## src/rtl/sha256_pkg.sv

```systemverilog
// Shared constants, chunk type and padder state encoding for the SHA-256 front end.
package sha256_pkg;

  localparam int          SHA256_BLOCK_WORDS  = 16;
  localparam logic [31:0] SHA256_PAD_WORD     = 32'h8000_0000;
  localparam int          SHA256_LEN_WORD_IDX = 14;

  typedef logic [SHA256_BLOCK_WORDS-1:0][31:0] chunk_t;

  typedef enum logic [1:0] {
    ST_ACCEPT,
    ST_EMIT,
    ST_SPILL,
    ST_FINAL
  } pad_state_t;

  // Byte counts above a full word behave as a full word.
  function automatic logic [2:0] clamp_nbytes(input logic [2:0] n);
    return (n > 3'd4) ? 3'd4 : n;
  endfunction

endpackage

```

## src/rtl/sha256_pad_word.sv

```systemverilog
// Keeps the top n bytes of a big-endian word, places the 0x80 terminator at byte n
// and zeroes the bytes below it; n=4 passes the word through untouched.
module sha256_pad_word
  import sha256_pkg::*;
(
  input  logic [31:0] data,
  input  logic [2:0]  n,
  output logic [31:0] word
);

  always_comb begin
    word = data;
    if (n < 3'd4) begin
      for (int b = 0; b < 4; b++) begin
        if (3'(b) == n)
          word[31-8*b -: 8] = SHA256_PAD_WORD[31:24];
        else if (3'(b) > n)
          word[31-8*b -: 8] = 8'h00;
      end
    end
  end

endmodule

```

## src/rtl/sha256_padder.sv

```systemverilog
// SHA-256 message padder: packs 32-bit words into 512-bit chunks with terminator and length.
// Define SHA256_PADDER_OBUF_EN for a separate output chunk register (no input bubbles).
module sha256_padder
  import sha256_pkg::*;
#(
  parameter int LEN_W = 32
) (
  input  logic                                clk,
  input  logic                                rst,
  output logic                                msg_rdy,
  input  logic                                msg_vld,
  input  logic [31:0]                         msg_data,
  input  logic                                msg_last,
  input  logic [2:0]                          msg_nbytes,
  input  logic                                chunk_data_rdy,
  output logic                                chunk_data_vld,
  output logic [SHA256_BLOCK_WORDS-1:0][31:0] chunk_data,
  output logic                                chunk_last
);

  pad_state_t       state;
  logic [3:0]       widx;
  logic [LEN_W-1:0] cnt;
  logic             pend;
  chunk_t           acc;

  chunk_t           blk;
  logic [2:0]       n_eff;
  logic [31:0]      pword;
  logic [LEN_W-1:0] cnt_nx;
  logic [4:0]       used;
  logic             pend_nx;
  logic [63:0]      len_nx;
  logic             accept;
  logic             done_word;
  pad_state_t       done_st;

  function automatic logic [63:0] bit_len(input logic [LEN_W-1:0] c);
    return 64'(c) << 3;
  endfunction

  // Second chunk of a spilled message: optional terminator, zeros, length.
  function automatic chunk_t tail_chunk(input logic [LEN_W-1:0] c, input logic p);
    chunk_t      t;
    logic [63:0] l;
    t = '0;
    l = bit_len(c);
    if (p) t[0] = SHA256_PAD_WORD;
    t[SHA256_LEN_WORD_IDX]   = l[63:32];
    t[SHA256_LEN_WORD_IDX+1] = l[31:0];
    return t;
  endfunction

  assign n_eff   = msg_last ? clamp_nbytes(msg_nbytes) : 3'd4;
  assign cnt_nx  = cnt + LEN_W'(n_eff);
  assign pend_nx = msg_last && (n_eff == 3'd4) && (widx == 4'd15);
  assign len_nx  = bit_len(cnt_nx);
  assign accept  = msg_vld && msg_rdy;
  assign done_word = accept && (msg_last || (widx == 4'd15));

  sha256_pad_word u_pad_word (
    .data (msg_data),
    .n    (n_eff),
    .word (pword)
  );

  always_comb begin
    if (n_eff != 3'd4)       used = {1'b0, widx} + 5'd1;
    else if (widx == 4'd15)  used = 5'd16;
    else                     used = {1'b0, widx} + 5'd2;
  end

  always_comb begin
    if (!msg_last)           done_st = ST_EMIT;
    else if (used <= 5'd14)  done_st = ST_FINAL;
    else                     done_st = ST_SPILL;
  end

  // Accumulator image after merging the incoming word and, on the last word, its padding.
  always_comb begin
    blk = acc;
    for (int i = 0; i < SHA256_BLOCK_WORDS; i++) begin
      if (5'(i) == {1'b0, widx})
        blk[i] = pword;
      else if (msg_last && (n_eff == 3'd4) && (5'(i) == {1'b0, widx} + 5'd1))
        blk[i] = SHA256_PAD_WORD;
      else if (msg_last && (5'(i) >= used)) begin
        if ((used <= 5'd14) && (i == SHA256_LEN_WORD_IDX))
          blk[i] = len_nx[63:32];
        else if ((used <= 5'd14) && (i == SHA256_LEN_WORD_IDX + 1))
          blk[i] = len_nx[31:0];
        else
          blk[i] = '0;
      end
    end
  end

`ifdef SHA256_PADDER_OBUF_EN
  chunk_t obuf;
  logic   ob_vld;
  logic   ob_last;
  logic   ob_free;

  assign ob_free = !ob_vld || chunk_data_rdy;

  always_ff @(posedge clk or negedge rst) begin
    if (!rst) begin
      state   <= ST_ACCEPT;
      widx    <= '0;
      cnt     <= '0;
      pend    <= 1'b0;
      acc     <= '0;
      obuf    <= '0;
      ob_vld  <= 1'b0;
      ob_last <= 1'b0;
    end else begin
      if (chunk_data_rdy) ob_vld <= 1'b0;
      if (state == ST_ACCEPT) begin
        if (accept) begin
          cnt  <= cnt_nx;
          pend <= pend_nx;
          widx <= widx + 4'd1;
          if (!done_word || !ob_free) begin
            acc <= blk;
            if (done_word) state <= done_st;
          end else begin
            // Completed chunk bypasses the accumulator straight into the free output register.
            obuf    <= blk;
            ob_vld  <= 1'b1;
            ob_last <= (done_st == ST_FINAL);
            if (done_st == ST_SPILL) begin
              acc   <= tail_chunk(cnt_nx, pend_nx);
              state <= ST_FINAL;
            end else if (done_st == ST_FINAL) begin
              widx <= '0;
              cnt  <= '0;
              pend <= 1'b0;
            end
          end
        end
      end else if (ob_free) begin
        obuf    <= acc;
        ob_vld  <= 1'b1;
        ob_last <= (state == ST_FINAL);
        if (state == ST_SPILL) begin
          acc   <= tail_chunk(cnt, pend);
          state <= ST_FINAL;
        end else begin
          widx  <= '0;
          state <= ST_ACCEPT;
          if (state == ST_FINAL) begin
            cnt  <= '0;
            pend <= 1'b0;
          end
        end
      end
    end
  end

  assign msg_rdy        = (state == ST_ACCEPT);
  assign chunk_data_vld = ob_vld;
  assign chunk_last     = ob_last;
  assign chunk_data     = obuf;
`else
  always_ff @(posedge clk or negedge rst) begin
    if (!rst) begin
      state <= ST_ACCEPT;
      widx  <= '0;
      cnt   <= '0;
      pend  <= 1'b0;
      acc   <= '0;
    end else begin
      case (state)
        ST_ACCEPT: begin
          if (accept) begin
            acc  <= blk;
            cnt  <= cnt_nx;
            pend <= pend_nx;
            widx <= widx + 4'd1;
            if (done_word) state <= done_st;
          end
        end
        ST_EMIT: begin
          if (chunk_data_rdy) begin
            widx  <= '0;
            state <= ST_ACCEPT;
          end
        end
        ST_SPILL: begin
          if (chunk_data_rdy) begin
            acc   <= tail_chunk(cnt, pend);
            state <= ST_FINAL;
          end
        end
        default: begin
          if (chunk_data_rdy) begin
            widx  <= '0;
            cnt   <= '0;
            pend  <= 1'b0;
            state <= ST_ACCEPT;
          end
        end
      endcase
    end
  end

  assign msg_rdy        = (state == ST_ACCEPT);
  assign chunk_data_vld = (state != ST_ACCEPT);
  assign chunk_last     = (state == ST_FINAL);
  assign chunk_data     = acc;
`endif

endmodule

```

## config.mk

```make
export PLATFORM = sky130hd
export DESIGN_NAME = sha256_padder
export DESIGN_NICKNAME = d
export VERILOG_FILES = /design/src/rtl/sha256_pkg.sv /design/src/rtl/sha256_pad_word.sv /design/src/rtl/sha256_padder.sv
export SDC_FILE = /design/constraint.sdc
export NUM_CORES = 1
export LEC_CHECK = 0
export ABC_AREA = 1
export CAP_MARGIN = 20
export CORE_MARGIN = 5
export CORE_UTILIZATION = 48
export DETAILED_ROUTE_END_ITERATION = 10
export DONT_BUFFER_PORTS = 1
export GPL_TIMING_DRIVEN = 0
export PLACE_DENSITY = 0.68
export SLEW_MARGIN = 20
export SYNTH_ARGS = -nofsm -noshare
export SYNTH_HDL_FRONTEND = slang
export SYNTH_SLANG_ARGS = --single-unit
export TNS_END_PERCENT = 100
```

## constraint.sdc

```tcl
create_clock -name clk -period 4 [get_ports clk]
set_input_delay 0.6 -clock clk [delete_from_list [all_inputs] [get_ports clk]]
set_output_delay 0.6 -clock clk [all_outputs]
set_load 0.005 [all_outputs]
```

==> impl_metrics.json <==
{
  "synth-main-ff-cell": "dfrtp_1",
  "crit_fanout": 10,
  "tns_ns": 0,
  "postRouteAntennaNets": 0,
  "leakagePower_nw": 12.58,
  "hp-class": "in -> async",
  "post-route-period-util": 0.8116,
  "worstPathArrival_ns": 3.75,
  "drive_gt1_frac": 0.07593,
  "start_kind": "input port",
  "dieArea_um2": 56670,
  "area_delta_synth_final_pct": 11.21,
  "yosysWarnings": 0,
  "wl_per_cell_um": 26.93,
  "synth-edff-count": 0,
  "synth.distinct_cells": 42,
  "synth_most_common_cell": "nand2_1",
  "fp.dieH_um": 238.0,
  "vias": 23183,
  "drt_pre_antenna_iters": 7,
  "cts_buffers": 57,
  "htreeDepth": 2,
  "clkTransAtPathRegs_ns": 0.06,
  "drt-initial-drc-count": 3195,
  "rows": 83,
  "clock-skew-final_ns": 0.01298,
  "clock-sinks": 551,
  "endpoint_kind": "register",
  "slew_headroom": -0.4796,
  "grt_max_degree": 552,
  "ys_ff_latch": 551,
  "yosys-top-cells-count": "1047 x nand2_1, 551 x dfrtp_1, 260 x nor2_1",
  "syn_area_per_cell_um2": 8.134,
  "track_usage": 0.3507,
  "grt_antenna_before_repair": 2,
  "grt_pass1_vias": 21234,
  "yosysTopAreaCellShare": 0.5524,
  "dp_slack_ns": 0.1847,
  "worst-setup-path-type": "in -> reg",
  "timing.final.ws_setup_ns": 0.7538,
  "violations": "hold timing, slew limit",
  "gp_congestion": 0.9926,
  "io_pins": 555,
  "synth_cells": 3069,
  "timing.hold.ws_ns": -0.3149,
  "hold_violations": 148,
  "drc": 0,
  "max_freq_mhz": 308.1,
  "ctsLongestPathBuffers": 3,
  "r2r_cells": 9,
  "maxCapViolations": 0,
  "overflow": 0,
  "fp.dieW_um": 238.0,
  "synth_nets": 3124,
  "synth-seq-area-share": 0.5524,
  "rsz0062_at_grt": "no",
  "routed_wl_um": 103800,
  "io_buffers": 0,
  "p_per_area_nw_per_um2": 701.8,
  "nets": 3184,
  "place_hpwl_um": 76500,
  "initial_core_util": 0.4856,
  "worstSkewPairLatency_ns": 0.62,
  "maxSlewViolCount": 392,
  "vias_per_cell": 6.014,
  "multiInputGateArea_um2": 9669,
  "cts_root_buffer": "clkbuf_16",
  "netlist_area_um2": 24960,
  "cts_tree": "built",
  "regArea_um2": 13790,
  "worst_pin_slew_ns": 2.219,
  "yosys-top-cells-area": "dfrtp_1 55%, nand2_1 16%, nand3_1 5.0%, o21ai_1 4.5%, nor2_1 3.9%",
  "core_area_um2": 51410,
  "finalSetupViolCount": 0,
  "synth_top_area_cell": "dfrtp_1",
  "vdd_ir_drop_max_v": 0.0004142,
  "status": "finished with violations",
  "period_needed_ns": 3.246,
  "async_reset_ff_frac": 1.000,
  "crit_required_ns": 4.50,
  "nFillCells": 4826,
  "grt_pass1_wl_um": 148500
}
metrics by stage:
step | cell area, µm² | total power [mW] | hold WS (ns) | std cells | util
2_1_floorplan | 24960 | 11.11 | 0.3044 | 3069 | -
3_3_place_gp | 25810 | 13.60 | 0.3198 | 3749 | 0.5022
3_5_place_dp | 25820 | 13.75 | 0.3186 | 3750 | 0.5023
4_1_cts | 27750 | 19.25 | -0.3328 | 3854 | 0.5399
5_1_grt | 27760 | 20.22 | -0.3286 | 3854 | 0.5400
6_report | 27760 | 19.48 | -0.3149 | 3855 | 0.5400
layout make-up:
type                    count  area share
plain buffers             220     0.03750
diodes                      1  0.00009014
inverters                 125     0.01690
clock buffers              81     0.06049
clock inverters            23    0.009104
flip-flops and latches    551      0.4967
multi-input cells        2173      0.3483
repair buffers              1   0.0002704
well taps                 680     0.03065
sequential cells by signal (all words and copies together), names as in the netlist:
signal,flops
chunk_data,512
cnt,32
widx,4
state,2
pend,1
critical path: stages:
cell and delay, ns:
buf_4 0.13, nand2_2 0.19, buf_2 0.26, nor2_1 0.21, ha_1 0.21, inv_1 0.07, fa_1 0.43, o21ai_0 0.59
inv_1 0.13, nor2_1 0.34, nand2_1 0.11, nand2_1 0.07, nand2_1 0.06, nand2_1 0.06, nand3_1 0.06, nand2_1 0.15
nand2_1 0.08
layout by cell type (no fill, tap or decap), types with 44 or more instances in the layout:
| master | instances |
|---|---|
| clkbuf_16 | 59 |
| nand3_1 | 250 |
| o21ai_0 | 188 |
| clkbuf_1 | 123 |
| o21ai_1 | 227 |
| dfrtp_1 | 551 |
| inv_1 | 119 |
| nand2_1 | 1047 |
| buf_2 | 83 |
| o22ai_1 | 44 |
| nor2_1 | 260 |
power by group:
group	internal [mW]	leakage (nW)	switching, mW
logic	1.63	4.03	5.46
registers	6.14	7.60	0.707
clock network	3.23	0.960	2.32
total	11.0	12.6	8.49
what timing repair did:
item / in CTS / in global routing
resized for setup: 0 / 0
endpoints found under the hold margin: 551 / 551
buffers inserted: 0 / 0
path summary, 6_finish.rpt:
check | startpoint | endpoint | slack (ns)
worst min register to register | chunk_data[328] | chunk_data[328] | 0.51
worst max-delay path | msg_last | chunk_data[511] | 0.75
worst max register to register | state[0] | chunk_data[74] | 0.97
max in group asynchronous | rst | chunk_data[471] | 2.57
worst min-delay path | rst | chunk_data[481] | -0.31
min in group clk | msg_data[2] | chunk_data[482] | 0.34
cell families (layout without fill, tap and decap cells):
logic type,count (synthesis),count (layout),synth area share
AOI/OAI and AO/OA,520,520,0.1093
buffers and inverters,345,450,0.06045
other,0,1,0
xor gates and xnor gates,17,17,0.005965
DFF,551,551,0.5524
adders and majority gates,15,15,0.007819
and+or+nand+nor,1621,1621,0.2641
per-layer routing:
| metal | global-route usage | up-vias | part of all wire |
|---|---|---|---|
| met4 | 0.1468 | 2 | 0.056 |
| li1 | - | 10034 | - |
| met3 | 0.1232 | 339 | 0.13 |
| met2 | 0.5452 | 1485 | 0.45 |
| met5 | 0 | - | 0.00013 |
| met1 | 0.4508 | 11323 | 0.37 |
Note: power is estimated with default switching activity, not from simulation.
